### config.mk
export PLATFORM = sky130hd
export DESIGN_NAME = wash_payment_ctrl_flat
export DESIGN_NICKNAME = d
export VERILOG_FILES = /design/src/rtl/wash_payment_ctrl_if.sv /design/src/rtl/wash_payment_ctrl.sv /design/src/flat_wrapper.sv
export SDC_FILE = /design/constraint.sdc
export NUM_CORES = 1
export LEC_CHECK = 0
export ABC_AREA = 1
export ABC_CLOCK_PERIOD_IN_PS = 2400
export CELL_PAD_IN_SITES_DETAIL_PLACEMENT = 0
export CELL_PAD_IN_SITES_GLOBAL_PLACEMENT = 1
export CORE_MARGIN = 4
export CORE_UTILIZATION = 36
export DETAILED_ROUTE_END_ITERATION = 10
export GPL_ROUTABILITY_DRIVEN = 1
export PLACE_DENSITY = 0.8
export RECOVER_POWER = 25
export SLEW_MARGIN = 20
export SYNTH_ARGS = -nofsm -noshare
export SYNTH_HDL_FRONTEND = slang
export SYNTH_SLANG_ARGS = --single-unit
### constraint.sdc
create_clock -name clk -period 2.4 [get_ports clk]
set_input_delay 0.36 -clock clk [delete_from_list [all_inputs] [get_ports clk]]
set_output_delay 0.36 -clock clk [all_outputs]
set_load 0.005 [all_outputs]
### src/rtl/wash_payment_ctrl_if.sv
// Bus bundle between the washer payment controller and the outside world.
// The slave side is the controller itself; the master side drives the
// customer inputs and washer feedback and observes the controller outputs.
interface wash_payment_ctrl_if;
  logic       coin;
  logic       sel_double;
  logic       sel_dry;
  logic       start_btn;
  logic       cancel_btn;
  logic       door_closed;
  logic       done;
  logic       start;
  logic       double_wash;
  logic       dry_wash;
  logic       door_lock;
  logic [3:0] credit;
  logic [3:0] refund;
  logic       refund_valid;
  logic       coin_reject;
  logic       busy;

  modport slave (
    input  coin, sel_double, sel_dry, start_btn, cancel_btn, door_closed, done,
    output start, double_wash, dry_wash, door_lock, credit, refund,
           refund_valid, coin_reject, busy
  );

  modport master (
    output coin, sel_double, sel_dry, start_btn, cancel_btn, door_closed, done,
    input  start, double_wash, dry_wash, door_lock, credit, refund,
           refund_valid, coin_reject, busy
  );
endinterface

### src/rtl/wash_payment_ctrl.sv
// Coin-operated washer payment controller: collects credit, accepts a
// programme when enough credit is present and the door is closed, launches
// the washer, holds the door locked until the washer reports completion,
// and refunds change or cancelled credit. Every output is a register.
module wash_payment_ctrl #(
  parameter int PRICE_BASE   = 4,
  parameter int PRICE_DOUBLE = 2,
  parameter int PRICE_DRY    = 3,
  parameter int CREDIT_MAX   = 15
) (
  input  logic                 clk,
  input  logic                 rst,
  wash_payment_ctrl_if.slave   bus
);

  typedef enum logic [1:0] {IDLE, COLLECT, LAUNCH, RUN} state_t;

  localparam logic [4:0] BASE_P   = 5'(PRICE_BASE);
  localparam logic [4:0] DOUBLE_P = 5'(PRICE_DOUBLE);
  localparam logic [4:0] DRY_P    = 5'(PRICE_DRY);
  localparam logic [4:0] CMAX     = 5'(CREDIT_MAX);

  state_t     state, state_next;

  logic [3:0] credit_q, credit_d;
  logic [3:0] refund_q, refund_d;
  logic       refund_valid_q, refund_valid_d;
  logic       coin_reject_q, coin_reject_d;
  logic       start_q, start_d;
  logic       double_q, double_d;
  logic       dry_q, dry_d;
  logic       lock_q, lock_d;
  logic       busy_q, busy_d;

  logic [4:0] price;
  logic [4:0] credit_ext;
  logic       coin_ok;
  logic       cancel_req;
  logic       accept;

  // Price uses the live selection levels; it only matters in the accept cycle.
  // A coin counts only below the saturation value. Acceptance compares the
  // credit already held, so a coin arriving in the same cycle cannot tip it.
  // Cancel outranks start when both buttons arrive together.
  assign price      = BASE_P + (bus.sel_double ? DOUBLE_P : 5'd0)
                             + (bus.sel_dry    ? DRY_P    : 5'd0);
  assign credit_ext = {1'b0, credit_q};
  assign coin_ok    = bus.coin && (credit_ext < CMAX);
  assign cancel_req = (state == COLLECT) && bus.cancel_btn;
  assign accept     = (state == COLLECT) && !bus.cancel_btn && bus.start_btn &&
                      bus.door_closed && (credit_ext >= price);

  // State register and output registers; reset discards any held credit
  // silently and overrides everything else, including a wash in progress.
  always_ff @(posedge clk) begin
    if (rst) begin
      state          <= IDLE;
      credit_q       <= 4'd0;
      refund_q       <= 4'd0;
      refund_valid_q <= 1'b0;
      coin_reject_q  <= 1'b0;
      start_q        <= 1'b0;
      double_q       <= 1'b0;
      dry_q          <= 1'b0;
      lock_q         <= 1'b0;
      busy_q         <= 1'b0;
    end else begin
      state          <= state_next;
      credit_q       <= credit_d;
      refund_q       <= refund_d;
      refund_valid_q <= refund_valid_d;
      coin_reject_q  <= coin_reject_d;
      start_q        <= start_d;
      double_q       <= double_d;
      dry_q          <= dry_d;
      lock_q         <= lock_d;
      busy_q         <= busy_d;
    end
  end

  // Next-state logic; door_closed is irrelevant once the wash is launched.
  always_comb begin
    state_next = state;
    unique case (state)
      IDLE:    if (coin_ok) state_next = COLLECT;
      COLLECT: begin
        if (cancel_req)  state_next = IDLE;
        else if (accept) state_next = LAUNCH;
      end
      LAUNCH:  state_next = RUN;
      RUN:     if (bus.done) state_next = IDLE;
      default: state_next = IDLE;
    endcase
  end

  // Next values of the registered outputs, so each output lines up with the
  // state it belongs to (start and busy appear together with LAUNCH).
  always_comb begin
    logic [4:0] refund_calc;
    refund_calc    = 5'd0;
    credit_d       = credit_q;
    refund_d       = 4'd0;
    refund_valid_d = 1'b0;
    start_d        = (state_next == LAUNCH);
    busy_d         = (state_next == LAUNCH) || (state_next == RUN);
    double_d       = double_q;
    dry_d          = dry_q;
    lock_d         = lock_q;
    coin_reject_d  = bus.coin &&
                     (!coin_ok || (state == LAUNCH) || (state == RUN));
    unique case (state)
      IDLE, COLLECT: begin
        if (cancel_req) begin
          refund_calc    = credit_ext + {4'd0, coin_ok};
          refund_d       = refund_calc[3:0];
          refund_valid_d = |refund_calc;
          credit_d       = 4'd0;
        end else if (accept) begin
          refund_calc    = credit_ext - price + {4'd0, coin_ok};
          refund_d       = refund_calc[3:0];
          refund_valid_d = |refund_calc;
          credit_d       = 4'd0;
          double_d       = bus.sel_double;
          dry_d          = bus.sel_dry;
          lock_d         = 1'b1;
        end else if (coin_ok) begin
          credit_d       = credit_q + 4'd1;
        end
      end
      LAUNCH: begin
      end
      RUN: begin
        if (bus.done) begin
          lock_d   = 1'b0;
          double_d = 1'b0;
          dry_d    = 1'b0;
        end
      end
      default: begin
      end
    endcase
  end

  assign bus.credit       = credit_q;
  assign bus.refund       = refund_q;
  assign bus.refund_valid = refund_valid_q;
  assign bus.coin_reject  = coin_reject_q;
  assign bus.start        = start_q;
  assign bus.double_wash  = double_q;
  assign bus.dry_wash     = dry_q;
  assign bus.door_lock    = lock_q;
  assign bus.busy         = busy_q;

endmodule

### src/flat_wrapper.sv
// flat-port wrapper written by rule: the top's interface ports become plain ports
module wash_payment_ctrl_flat 
#(
  parameter int PRICE_BASE   = 4,
  parameter int PRICE_DOUBLE = 2,
  parameter int PRICE_DRY    = 3,
  parameter int CREDIT_MAX   = 15
)
  (clk, rst, bus_coin, bus_sel_double, bus_sel_dry, bus_start_btn, bus_cancel_btn, bus_door_closed, bus_done, bus_start, bus_double_wash, bus_dry_wash, bus_door_lock, bus_credit, bus_refund, bus_refund_valid, bus_coin_reject, bus_busy);
  wash_payment_ctrl_if bus_i ();
  input  logic clk;
  input  logic rst;
  input wire logic [$bits(bus_i.coin)-1:0] bus_coin;
  input wire logic [$bits(bus_i.sel_double)-1:0] bus_sel_double;
  input wire logic [$bits(bus_i.sel_dry)-1:0] bus_sel_dry;
  input wire logic [$bits(bus_i.start_btn)-1:0] bus_start_btn;
  input wire logic [$bits(bus_i.cancel_btn)-1:0] bus_cancel_btn;
  input wire logic [$bits(bus_i.door_closed)-1:0] bus_door_closed;
  input wire logic [$bits(bus_i.done)-1:0] bus_done;
  output wire logic [$bits(bus_i.start)-1:0] bus_start;
  output wire logic [$bits(bus_i.double_wash)-1:0] bus_double_wash;
  output wire logic [$bits(bus_i.dry_wash)-1:0] bus_dry_wash;
  output wire logic [$bits(bus_i.door_lock)-1:0] bus_door_lock;
  output wire logic [$bits(bus_i.credit)-1:0] bus_credit;
  output wire logic [$bits(bus_i.refund)-1:0] bus_refund;
  output wire logic [$bits(bus_i.refund_valid)-1:0] bus_refund_valid;
  output wire logic [$bits(bus_i.coin_reject)-1:0] bus_coin_reject;
  output wire logic [$bits(bus_i.busy)-1:0] bus_busy;
  assign bus_i.coin = bus_coin;
  assign bus_i.sel_double = bus_sel_double;
  assign bus_i.sel_dry = bus_sel_dry;
  assign bus_i.start_btn = bus_start_btn;
  assign bus_i.cancel_btn = bus_cancel_btn;
  assign bus_i.door_closed = bus_door_closed;
  assign bus_i.done = bus_done;
  assign bus_start = bus_i.start;
  assign bus_double_wash = bus_i.double_wash;
  assign bus_dry_wash = bus_i.dry_wash;
  assign bus_door_lock = bus_i.door_lock;
  assign bus_credit = bus_i.credit;
  assign bus_refund = bus_i.refund;
  assign bus_refund_valid = bus_i.refund_valid;
  assign bus_coin_reject = bus_i.coin_reject;
  assign bus_busy = bus_i.busy;
  wash_payment_ctrl #(.PRICE_BASE(PRICE_BASE), .PRICE_DOUBLE(PRICE_DOUBLE), .PRICE_DRY(PRICE_DRY), .CREDIT_MAX(CREDIT_MAX)) u_core (.clk(clk), .rst(rst), .bus(bus_i));
endmodule
* Yosys cells after proc, flatten, opt, wreduce, memory -nomap -nowiden
Index checks and enable logic that the tools add are counted.
W data, S select, Z words.
** Operators by class
- $add $sub $neg :: 6
- Magnitude comparators :: 2
- Equal/unequal tests :: 8
- Muxes and demuxes :: 24
- Bitwise operators :: 1
- Reductions and logical operators :: 21
** Operators by type and width (count)
- $mux W4 :: 5
- $mux W2 :: 6
- $reduce_or A5 Y1 :: 2
- $mux W1 :: 9
- $eq A2 B2 Y1 const B :: 4
- $pmux W2 S4 :: 1
- $logic_and A1 B1 Y1 :: 7
- $pmux W1 S2 :: 3
- $add A3 B5 Y5 const A :: 1
- $add A4 B1 Y5 :: 1
- $add A5 B1 Y5 :: 1
- $add A5 B5 Y5 :: 1
- $ge A4 B5 Y1 :: 1
- $sub A4 B5 Y5 :: 1
- $add A4 B1 Y4 const B :: 1
- $lt A4 B4 Y1 const B :: 1
- $ne A2 B2 Y1 const B :: 2
- $reduce_and A4 Y1 :: 1
- $reduce_or A2 Y1 :: 2
- $logic_or A1 B1 Y1 :: 3
- $reduce_bool A3 Y1 :: 1
- $eq A2 B1 Y1 const B :: 1
- $logic_not A1 Y1 :: 2
- $logic_not A2 Y1 :: 1
- other kinds (4) :: 4
** Storage, ports and cells
- Register bits :: 17
- Input bits :: 9
- Output and inout port bits :: 15
- Word-level logic and storage cells :: 72

* Depth between registers and ports, before layout
Gate-level depths: netlist (run 1).
- Word-level depth :: 10
- Mapped depth :: 13
- Gate-level depth less buffers :: 13

* Worst setup path before layout (run 1)
OpenSTA, ideal clock, no wires.
- Kind :: register to register
- From :: register u_core.credit_q[1] (netlist: u_core.bus.credit[1])
- To :: register u_core.refund_valid_q (netlist: u_core.bus.refund_valid)
- Library setup time :: 0.119 ns
- Arrival time :: 2.013 ns
- Required time :: 2.281 ns
- Slack :: 0.268 ns
- Cell stages (with the launch flop) :: 12
- Buffers on the path :: 0
- Clock period less this slack :: 2.132 ns
- Cells stage by stage :: dfxtp_1 ha_1 nand3_1 nand2_2 inv_1 ha_1 fa_1 or2_1 nor2_1 nand3_1 nand2_1 a21oi_1
** Between the ends
- Cells in the longest elaborated chain, start to end :: 6
- Elaborated cells on any way between the ends :: 11
- Those cells by class :: add/sub (3); order compare (2); mux (2); reduce/logical (4)
** RTL lines
- from (decl) :: line wash_payment_ctrl.sv:25 : logic [3:0] credit_q, credit_d;
- from (signal assigned) :: line wash_payment_ctrl.sv:69 : credit_q <= credit_d;
- $lt A4 B4 Y1 :: line wash_payment_ctrl.sv:48 : assign coin_ok = bus.coin && (credit_ext < CMAX);
- $logic_and A1 B1 Y1 :: line wash_payment_ctrl.sv:48
- $add A5 B1 Y5 :: line wash_payment_ctrl.sv:119 : refund_calc = credit_ext - price + {4'd0, coin_ok};
- $reduce_or A5 Y1 :: line wash_payment_ctrl.sv:121 : refund_valid_d = |refund_calc;
- $mux W1 :: line wash_payment_ctrl.sv:118 : end else if (accept) begin
- $mux W1 (*) :: line wash_payment_ctrl.sv:113 : if (cancel_req) begin
- to (signal assigned) :: line wash_payment_ctrl.sv:71 : refund_valid_q <= refund_valid_d;
- to (decl) :: line wash_payment_ctrl.sv:27 : logic refund_valid_q, refund_valid_d;
Mark *: on every way between the ends. The rest lies on a longest branch, timed or not.
A chain may end at the register's enable or synchronous reset.

* Final worst setup path (run 1)
- From :: input port bus_sel_double
- To :: register u_core.refund_valid_q (netlist: u_core.bus.refund_valid)
** Between the ends
- Cells in the longest elaborated chain, start to end :: 8
- Elaborated cells on any way between the ends :: 10
- Those cells by class :: add/sub (4); order compare (1); mux (3); reduce/logical (2)
** RTL lines
- from (decl) :: line flat_wrapper.sv:14 : input wire logic [$bits(bus_i.sel_double)-1:0] bus_sel_double;
- $mux W2 (*) :: line wash_payment_ctrl.sv:45 : assign price = BASE_P + (bus.sel_double ? DOUBLE_P : 5'd0)
- $add A3 B5 Y5 (*) :: line wash_payment_ctrl.sv:45
- $add A5 B5 Y5 (*) :: line wash_payment_ctrl.sv:46 : + (bus.sel_dry ? DRY_P : 5'd0);
- $sub A4 B5 Y5 :: line wash_payment_ctrl.sv:119
- $add A5 B1 Y5 :: line wash_payment_ctrl.sv:119
- $reduce_or A5 Y1 :: line wash_payment_ctrl.sv:121
- $mux W1 (*) :: line wash_payment_ctrl.sv:118
- $mux W1 (*) :: line wash_payment_ctrl.sv:113
Marks and branches as above.

==> impl_metrics.json, run 1 <==
{
  "finalSetupViolations": 0,
  "maximum_frequency_from_static_timing_analysis_mhz": 443,
  "cts_root_buf": "clkbuf_4",
  "ctsLongestPathBuffers": 2,
  "worst-path-max-fanout": 2,
  "core_region_area_sq_um": 2850,
  "min_to": "u_core.bus.dry_wash$_SDFFE_PP0P_",
  "timing.hold.worst.class": "reg -> reg",
  "critPathSlowestCell": "fa_1",
  "crit_chain": "clkdlybuf4s50_1 -> ha_1 -> inv_1 -> ha_1 -> fa_1 -> or2_1 -> nor2_1 -> nand3_1 -> nand2_1 -> a21oi_1",
  "power.total_uw": 594,
  "dr.pass1.iters": 4,
  "antenna_cells": 0,
  "critPathMaxStageDelay_ns": 0.51,
  "row_count": 19,
  "outcome": "finished clean",
  "layout_worst_path_cycle_share_pct": 94.0,
  "worst-r2r-cell-count": 11,
  "synth.distinct_cells": 24,
  "dp_hpwl_microns": 2010,
  "fp.dieArea_sq_um": 4030,
  "drc": 0,
  "final_setup_margin_ns": 0.143,
  "synth.avg_cell_area_sq_um": 7.64,
  "floorplan.die.height_microns": 63.5,
  "first_global_vias": 977,
  "finalWeightedCongestion": 0.835,
  "totalWireLength_microns": 2490,
  "placed_instance_area_sq_um": 1420,
  "worst_r2r_endpoint": "u_core.bus.refund_valid$_SDFF_PP0_",
  "worst_vdd_rail_ir_drop_mv": 0.275,
  "syn_area_sq_um": 1110,
  "drt_iter0_markers": 19,
  "worst_hold_startpoint": "u_core.bus.dry_wash$_SDFFE_PP0P_",
  "critical_path_arrival_ns": 2.45,
  "final_cell_area_sq_um": 1450,
  "clk_transition_reported_paths_ns": 0.10,
  "worstSetupEndpointType": "flop",
  "clock_sink_count": 17,
  "power_density_nw_per_um2": 409,
  "timing_max_transition_violations_final": 0,
  "layoutNonFillerInstCount": 210,
  "detailroute.via_count": 1062,
  "relSlewSlack_pct": 76.0,
  "place_ws_ns": -0.198,
  "num-fill-cells": 281,
  "final-seq-area_sq_um": 342,
  "r2r_setup_slack_ns": 0.21,
  "worst_clock_skew_ns": 0.00459,
  "grt_pass1_wl_microns": 4070,
  "dieWidth_microns": 63.5,
  "tightest_slew_ns": 0.359,
  "r2r_start": "u_core.bus.credit[0]$_SDFFE_PP0P_",
  "grt_overflow": 0,
  "timing.final.crit_period_ns": 2.26,
  "initial_utilization_pct": 38.8,
  "drive_gt1_share_pct": 15.6,
  "multi_input_comb_area_sq_um": 646,
  "tritoncts.num_buffers": 3,
  "post_syn_nets": 168,
  "clkLatencyLatePin_ns": 0.30,
  "area.growth.synth_to_final_pct": 31.0,
  "netlist_instances": 145,
  "critPathLaunchType": "primary input",
  "placement.io_buffers": 23,
  "post_cts_buffers": 0,
  "i_o_pins": 24,
  "unrepaired_setup_endpoints_after_global_routing": "no",
  "detail-route-antenna-nets": 0,
  "global_route.usage.total_pct": 12.6,
  "placedCellCount": 206,
  "static-leakage-power_uw": 0.000687,
  "final_core_util_pct": 50.8,
  "yosys_warnings": 0,
  "drt-vias-per-instance": 5.06,
  "seq_area_frac_synth_pct": 30.7,
  "ys_ff_latch": 17,
  "worst_ep_required_time_ns": 2.59,
  "worst-setup-path-type": "in -> reg",
  "min_delay_path_depth": 2,
  "antenna_found_initial": 0,
  "cp_common_cell": "ha_1",
  "max-cap-violations": 0,
  "routed_wire_length_per_instance_microns": 11.8,
  "fin_nets": 203,
  "hold_viol_final": 0,
  "clock_tree_from_tritoncts": "done",
  "htreeDepth": 1,
  "pin_count_of_the_biggest_net_entering_global_routing": 16
}
==> area by class of cell <==
type / instances / area share (%)
clock inverters: 1 / 0.345
multi-input cells: 102 / 44.5
flip-flops and latches: 17 / 23.6
clock buffers: 3 / 1.55
well taps: 31 / 2.67
inverters: 23 / 6.30
repair buffers: 33 / 21.1
==> cell usage in the layout (no fill, tap or decap) <==
cell type,n
nand2_4,1
nand4_1,7
clkdlybuf4s50_1,17
clkinv_4,1
nand2_1,27
xnor2_1,2
or2_1,2
nand2_2,2
buf_4,10
fa_1,2
o21ai_0,1
nand3_1,20
clkinv_2,1
xor2_1,1
nor2_1,4
inv_1,17
a21oi_1,15
a21oi_2,2
dlygate4sd3_1,6
nor3_2,1
inv_2,5
nand3b_1,2
dfxtp_1,16
clkbuf_4,3
ha_1,12
dfxtp_2,1
nand3_2,1
==> metrics by stage <==
stage	TNS, ns	hold slack, ns
final	0	0.490
after global routing	0	0.518
after CTS	0	0.497
after detailed placement	-0.412	0.480
after global placement	-0.309	0.465
after floorplan	0	0.473
==> power by group <==
part | switching, uW | leakage, uW | internal [uW]
Clock | 97.3 | 0.0000177 | 62.2
Combinational | 71.5 | 0.000531 | 68.6
Sequential | 5.47 | 0.000138 | 288
==> synthesized netlist by cell type <==
cell type	n	share of area (%)
nand2_1	27	9.2
fa_1	2	3.6
inv_2	5	1.7
nand3_1	20	9.0
nand3_2	1	0.90
a21oi_2	2	1.6
dfxtp_1	17	31
nand2_2	2	1.1
o21ai_0	1	0.45
a21oi_1	15	6.8
nor2_2	1	0.57
inv_1	17	5.8
nand3b_1	2	1.4
nor3_2	1	0.90
xor2_1	1	0.79
clkinv_4	1	0.79
or2_1	2	1.1
xnor2_1	2	1.6
buf_2	1	0.45
ha_1	12	14
nand2_4	1	1.0
nand4_1	7	4.0
nor2_1	3	1.0
buf_6	2	2.0
==> worst max-delay path, delay by kind of cell <==
family	cells	cell delay, ns
AOI/OAI and AO/OA	1	0.05
adders and majority gates	3	1.10
buffers and inverters	2	0.47
and+or+nand+nor	4	0.48
==> how the worst max path moves through the flow <==
stage	start	end	slack [ns]
after floorplan	u_core.bus.credit[1]$_SDFFE_PP0P_	u_core.bus.refund_valid$_SDFF_PP0_	0.27
after global placement	bus_sel_double	u_core.bus.refund_valid$_SDFF_PP0_	-0.15
after detailed placement	bus_sel_double	u_core.bus.refund_valid$_SDFF_PP0_	-0.20
after CTS	u_core.bus.credit[0]$_SDFFE_PP0P_	u_core.bus.refund_valid$_SDFF_PP0_	0.1
after global routing	bus_sel_dry	u_core.bus.refund_valid$_SDFF_PP0_	0.002
final	bus_sel_double	u_core.bus.refund_valid$_SDFF_PP0_	0.14
==> per-layer routing <==
metal,GRT usage (%),vias to the layer above,share of wire [%]
met5,0,-,0
met4,4.58,0,1.7
met3,4.09,6,5.4
met2,22.4,25,49
met1,13.8,482,44
li1,-,549,-
==> cell families (layout without fill, tap and decap cells) <==
group	count (synthesis)	in the layout	share of synthesized area [%]
AO/OA/AOI/OAI	18	18	8.81
XOR/XNOR	3	3	2.37
adder cells (fa/ha/maj)	14	14	17.2
buffers and inverters	26	60	10.7
flip-flops	17	17	30.7
AND/OR/NAND/NOR	67	67	30.2
==> what timing repair did <==
action / CTS / global route
hold buffers: 0 / 0
gates resized for setup: 0 / 1
setup endpoints to repair: 0 / 1
No activity file was read; power rests on OpenSTA's default activity.
==> run 2, diff against run 1 <==
--- a/config.mk
+++ b/config.mk
@@ -6,7 +6,7 @@
 export NUM_CORES = 1
 export LEC_CHECK = 0
 export ABC_AREA = 1
-export ABC_CLOCK_PERIOD_IN_PS = 2400
+export ABC_CLOCK_PERIOD_IN_PS = 2500
 export CELL_PAD_IN_SITES_DETAIL_PLACEMENT = 0
 export CELL_PAD_IN_SITES_GLOBAL_PLACEMENT = 1
 export CORE_MARGIN = 4
==> constraint.sdc (replaced) <==
create_clock -name clk -period 2.5 [get_ports clk]
set_input_delay 0.375 -clock clk [delete_from_list [all_inputs] [get_ports clk]]
set_output_delay 0.375 -clock clk [all_outputs]
set_load 0.01 [all_outputs]
==> run 2 against run 1 <==
  * Clock skew is 0.0010 ns higher
  * Utilization is 0.57 points lower
  * Sequential share of layout area is 0.18 points higher
  * Global-route usage is 0.44 points higher
  * Wire length is 1.2% lower
  * Critical path depth stayed put
  * Final cell count is 0.95% lower
  * Cell area is 1.1% lower
  * Combinational power is 3% lower
  * Non-clock buffer count is 2 lower
  * Register-to-register slack better by 0.03 ns
  * Highest routed layer unchanged
==> impl_metrics.json, run 2 (same netlist as run 1, synthesis figures left out) <==
{
  "grt_overflow": 0,
  "post_cts_buffers": 0,
  "clkLatencyLatePin_ns": 0.29,
  "placed_instance_area_sq_um": 1410,
  "cts_hold_repair.buffers": 0,
  "clockPowerShare_pct": 26.9,
  "timing.final.crit_period_ns": 2.27,
  "clk_transition_reported_paths_ns": 0.11,
  "dp_hpwl_microns": 2020,
  "drt-vias-per-instance": 5.02,
  "initial_utilization_pct": 38.8,
  "timing_max_transition_violations_final": 0,
  "critPathSlowestCell": "fa_1",
  "worst_ep_required_time_ns": 2.69,
  "worst_r2r_endpoint": "u_core.bus.refund_valid$_SDFF_PP0_",
  "totalWireLength_microns": 2460,
  "dieWidth_microns": 63.5,
  "timing.hold.worst.class": "reg -> reg",
  "i_o_pins": 24,
  "power_density_nw_per_um2": 399,
  "clock_sink_count": 17,
  "cts_root_buf": "clkbuf_4",
  "antenna_found_initial": 0,
  "layout_common_cells": "nand2_1 (27), nand3_1 (20), inv_1 (17), dfxtp_1 (17), clkdlybuf4s50_1 (16)",
  "core_region_area_sq_um": 2850,
  "detailroute.via_count": 1044,
  "unrepaired_setup_endpoints_after_global_routing": "no",
  "hold_viol_final": 0,
  "power_frac_seq_pct": 49.3,
  "worstSetupEndpointType": "flop",
  "antenna_cells": 0,
  "dr.pass1.iters": 4,
  "finalSetupViolations": 0,
  "finalWeightedCongestion": 0.830,
  "layout_worst_path_cycle_share_pct": 90.7,
  "setup_total_negative_slack_ns": 0,
  "cp_common_cell": "ha_1",
  "floorplan.die.height_microns": 63.5,
  "comb_power_share_pct": 23.8,
  "global_route.usage.total_pct": 13.0,
  "tritoncts.num_buffers": 3,
  "outcome": "finished clean",
  "fin_nets": 201,
  "sw_frac_of_total_pct": 29.6,
  "placedCellCount": 204,
  "final_cell_area_sq_um": 1430,
  "worst-path-max-fanout": 2,
  "critPathMaxStageDelay_ns": 0.49,
  "final_core_util_pct": 50.3,
  "worst_clock_skew_ns": 0.00562,
  "first_global_vias": 1007,
  "tightest_slew_ns": 0.369,
  "maximum_frequency_from_static_timing_analysis_mhz": 441,
  "area.growth.synth_to_final_pct": 29.5,
  "critical_path_arrival_ns": 2.46,
  "row_count": 19,
  "layout_commonest_cell": "nand2_1",
  "crit_chain": "clkdlybuf4s50_1 -> ha_1 -> inv_1 -> ha_1 -> fa_1 -> or2_1 -> nor2_1 -> nand3_1 -> nand2_1 -> a21oi_1",
  "r2r_setup_slack_ns": 0.24,
  "static-leakage-power_uw": 0.000683,
  "max-cap-violations": 0,
  "pin_count_of_the_biggest_net_entering_global_routing": 16,
  "ctsLongestPathBuffers": 2,
  "drc": 0,
  "post_cts.resized_instances": 0,
  "htreeDepth": 1,
  "placement.io_buffers": 23,
  "relSlewSlack_pct": 75.3,
  "crit_path_leading_delay_family": "adder cells",
  "drive_gt1_share_pct": 14.1,
  "critPathLaunchType": "primary input",
  "drt_iter0_markers": 45,
  "total_switching_power_uw": 169,
  "routed_wire_length_per_instance_microns": 11.8,
  "clock_tree_from_tritoncts": "done",
  "worst-setup-path-type": "in -> reg",
  "layoutNonFillerInstCount": 208,
  "r2r_start": "u_core.bus.credit[0]$_SDFFE_PP0P_",
  "grt_pass1_wl_microns": 4260,
  "worst-r2r-cell-count": 11,
  "fp.dieArea_sq_um": 4030,
  "worst_hold_startpoint": "u_core.bus.door_lock$_SDFFE_PP0P_",
  "worst_vdd_rail_ir_drop_mv": 0.245,
  "p_int_uw": 402,
  "min_to": "u_core.bus.door_lock$_SDFFE_PP0P_",
  "timing.critical_path.buf_inv": 2,
  "detail-route-antenna-nets": 0,
  "min_delay_path_depth": 2
}
run 2: cell types whose count changed in the layout (fill, tap and decap cells not counted), sizes merged:
| cell | delta |
|---|---|
| dlygate4sd3 | +1 |
| buf | -2 |
| clkdlybuf4s50 | -1 |
run 2: layout make-up:
type | instances | area (sq um)
fill | 299 | 1420
multi-input combinational | 102 | 646
sequential | 17 | 340
timing repair buffer | 31 | 290
inverter | 23 | 91.3
tap | 31 | 38.8
clock buffer | 3 | 22.5
clock inverter | 1 | 5.00
run 2: worst max-delay path by stage:
stage	startpoint	end	depth (start not counted)
6_report	bus_sel_dry	u_core.bus.refund_valid$_SDFF_PP0_	10
5_1_grt	bus_sel_dry	u_core.bus.refund_valid$_SDFF_PP0_	14
4_1_cts	bus_sel_dry	u_core.bus.refund_valid$_SDFF_PP0_	10
3_5_place_dp	bus_sel_dry	u_core.bus.refund_valid$_SDFF_PP0_	10
3_3_place_gp	bus_sel_double	u_core.bus.refund_valid$_SDFF_PP0_	10
2_1_floorplan	u_core.bus.credit[1]$_SDFFE_PP0P_	u_core.bus.refund_valid$_SDFF_PP0_	11
run 2: power groups by stage:
stage | logic (uW) | registers (uW) | clock network [uW]
finish | 136 | 282 | 154
global route | 154 | 283 | 181
global placement | 135 | 288 | 0
floorplan | 82.2 | 291 | 0
CTS | 138 | 282 | 164
detailed placement | 137 | 288 | 0
run 2: tightest hold or removal path: stages, from the launching register on:
cell and delay [ns]:
dfxtp_1 0.33, nand2_1 0.08, a21oi_2 0.05
run 2: per-layer routing:
metal,part of all wire (%),global-route usage [%],up-vias
li1,-,-,542
met1,45,15.7,472
met2,50,22.6,28
met3,4.6,3.02,2
met4,0.57,4.58,0
met5,0,0,-
run 2: stage by stage:
| stage | power [uW] | hold slack [ns] | setup slack [ns] |
|---|---|---|---|
| 5_1_grt | 619 | 0.501 | 0.0645 |
| 4_1_cts | 584 | 0.493 | 0.234 |
| 3_5_place_dp | 425 | 0.474 | -0.0859 |
| 3_3_place_gp | 423 | 0.465 | -0.0632 |
| 6_report | 572 | 0.487 | 0.232 |
| 2_1_floorplan | 373 | 0.500 | 0.319 |
==> run 3, diff against run 2 <==
--- a/config.mk
+++ b/config.mk
@@ -11,6 +11,7 @@
 export CELL_PAD_IN_SITES_GLOBAL_PLACEMENT = 1
 export CORE_MARGIN = 4
 export CORE_UTILIZATION = 36
+export CTS_CLUSTER_DIAMETER = 150
 export DETAILED_ROUTE_END_ITERATION = 10
 export GPL_ROUTABILITY_DRIVEN = 1
 export PLACE_DENSITY = 0.8
==> results of run 3 <==
Same layout as run 2: the final DEF is identical, and so are final timing and power.
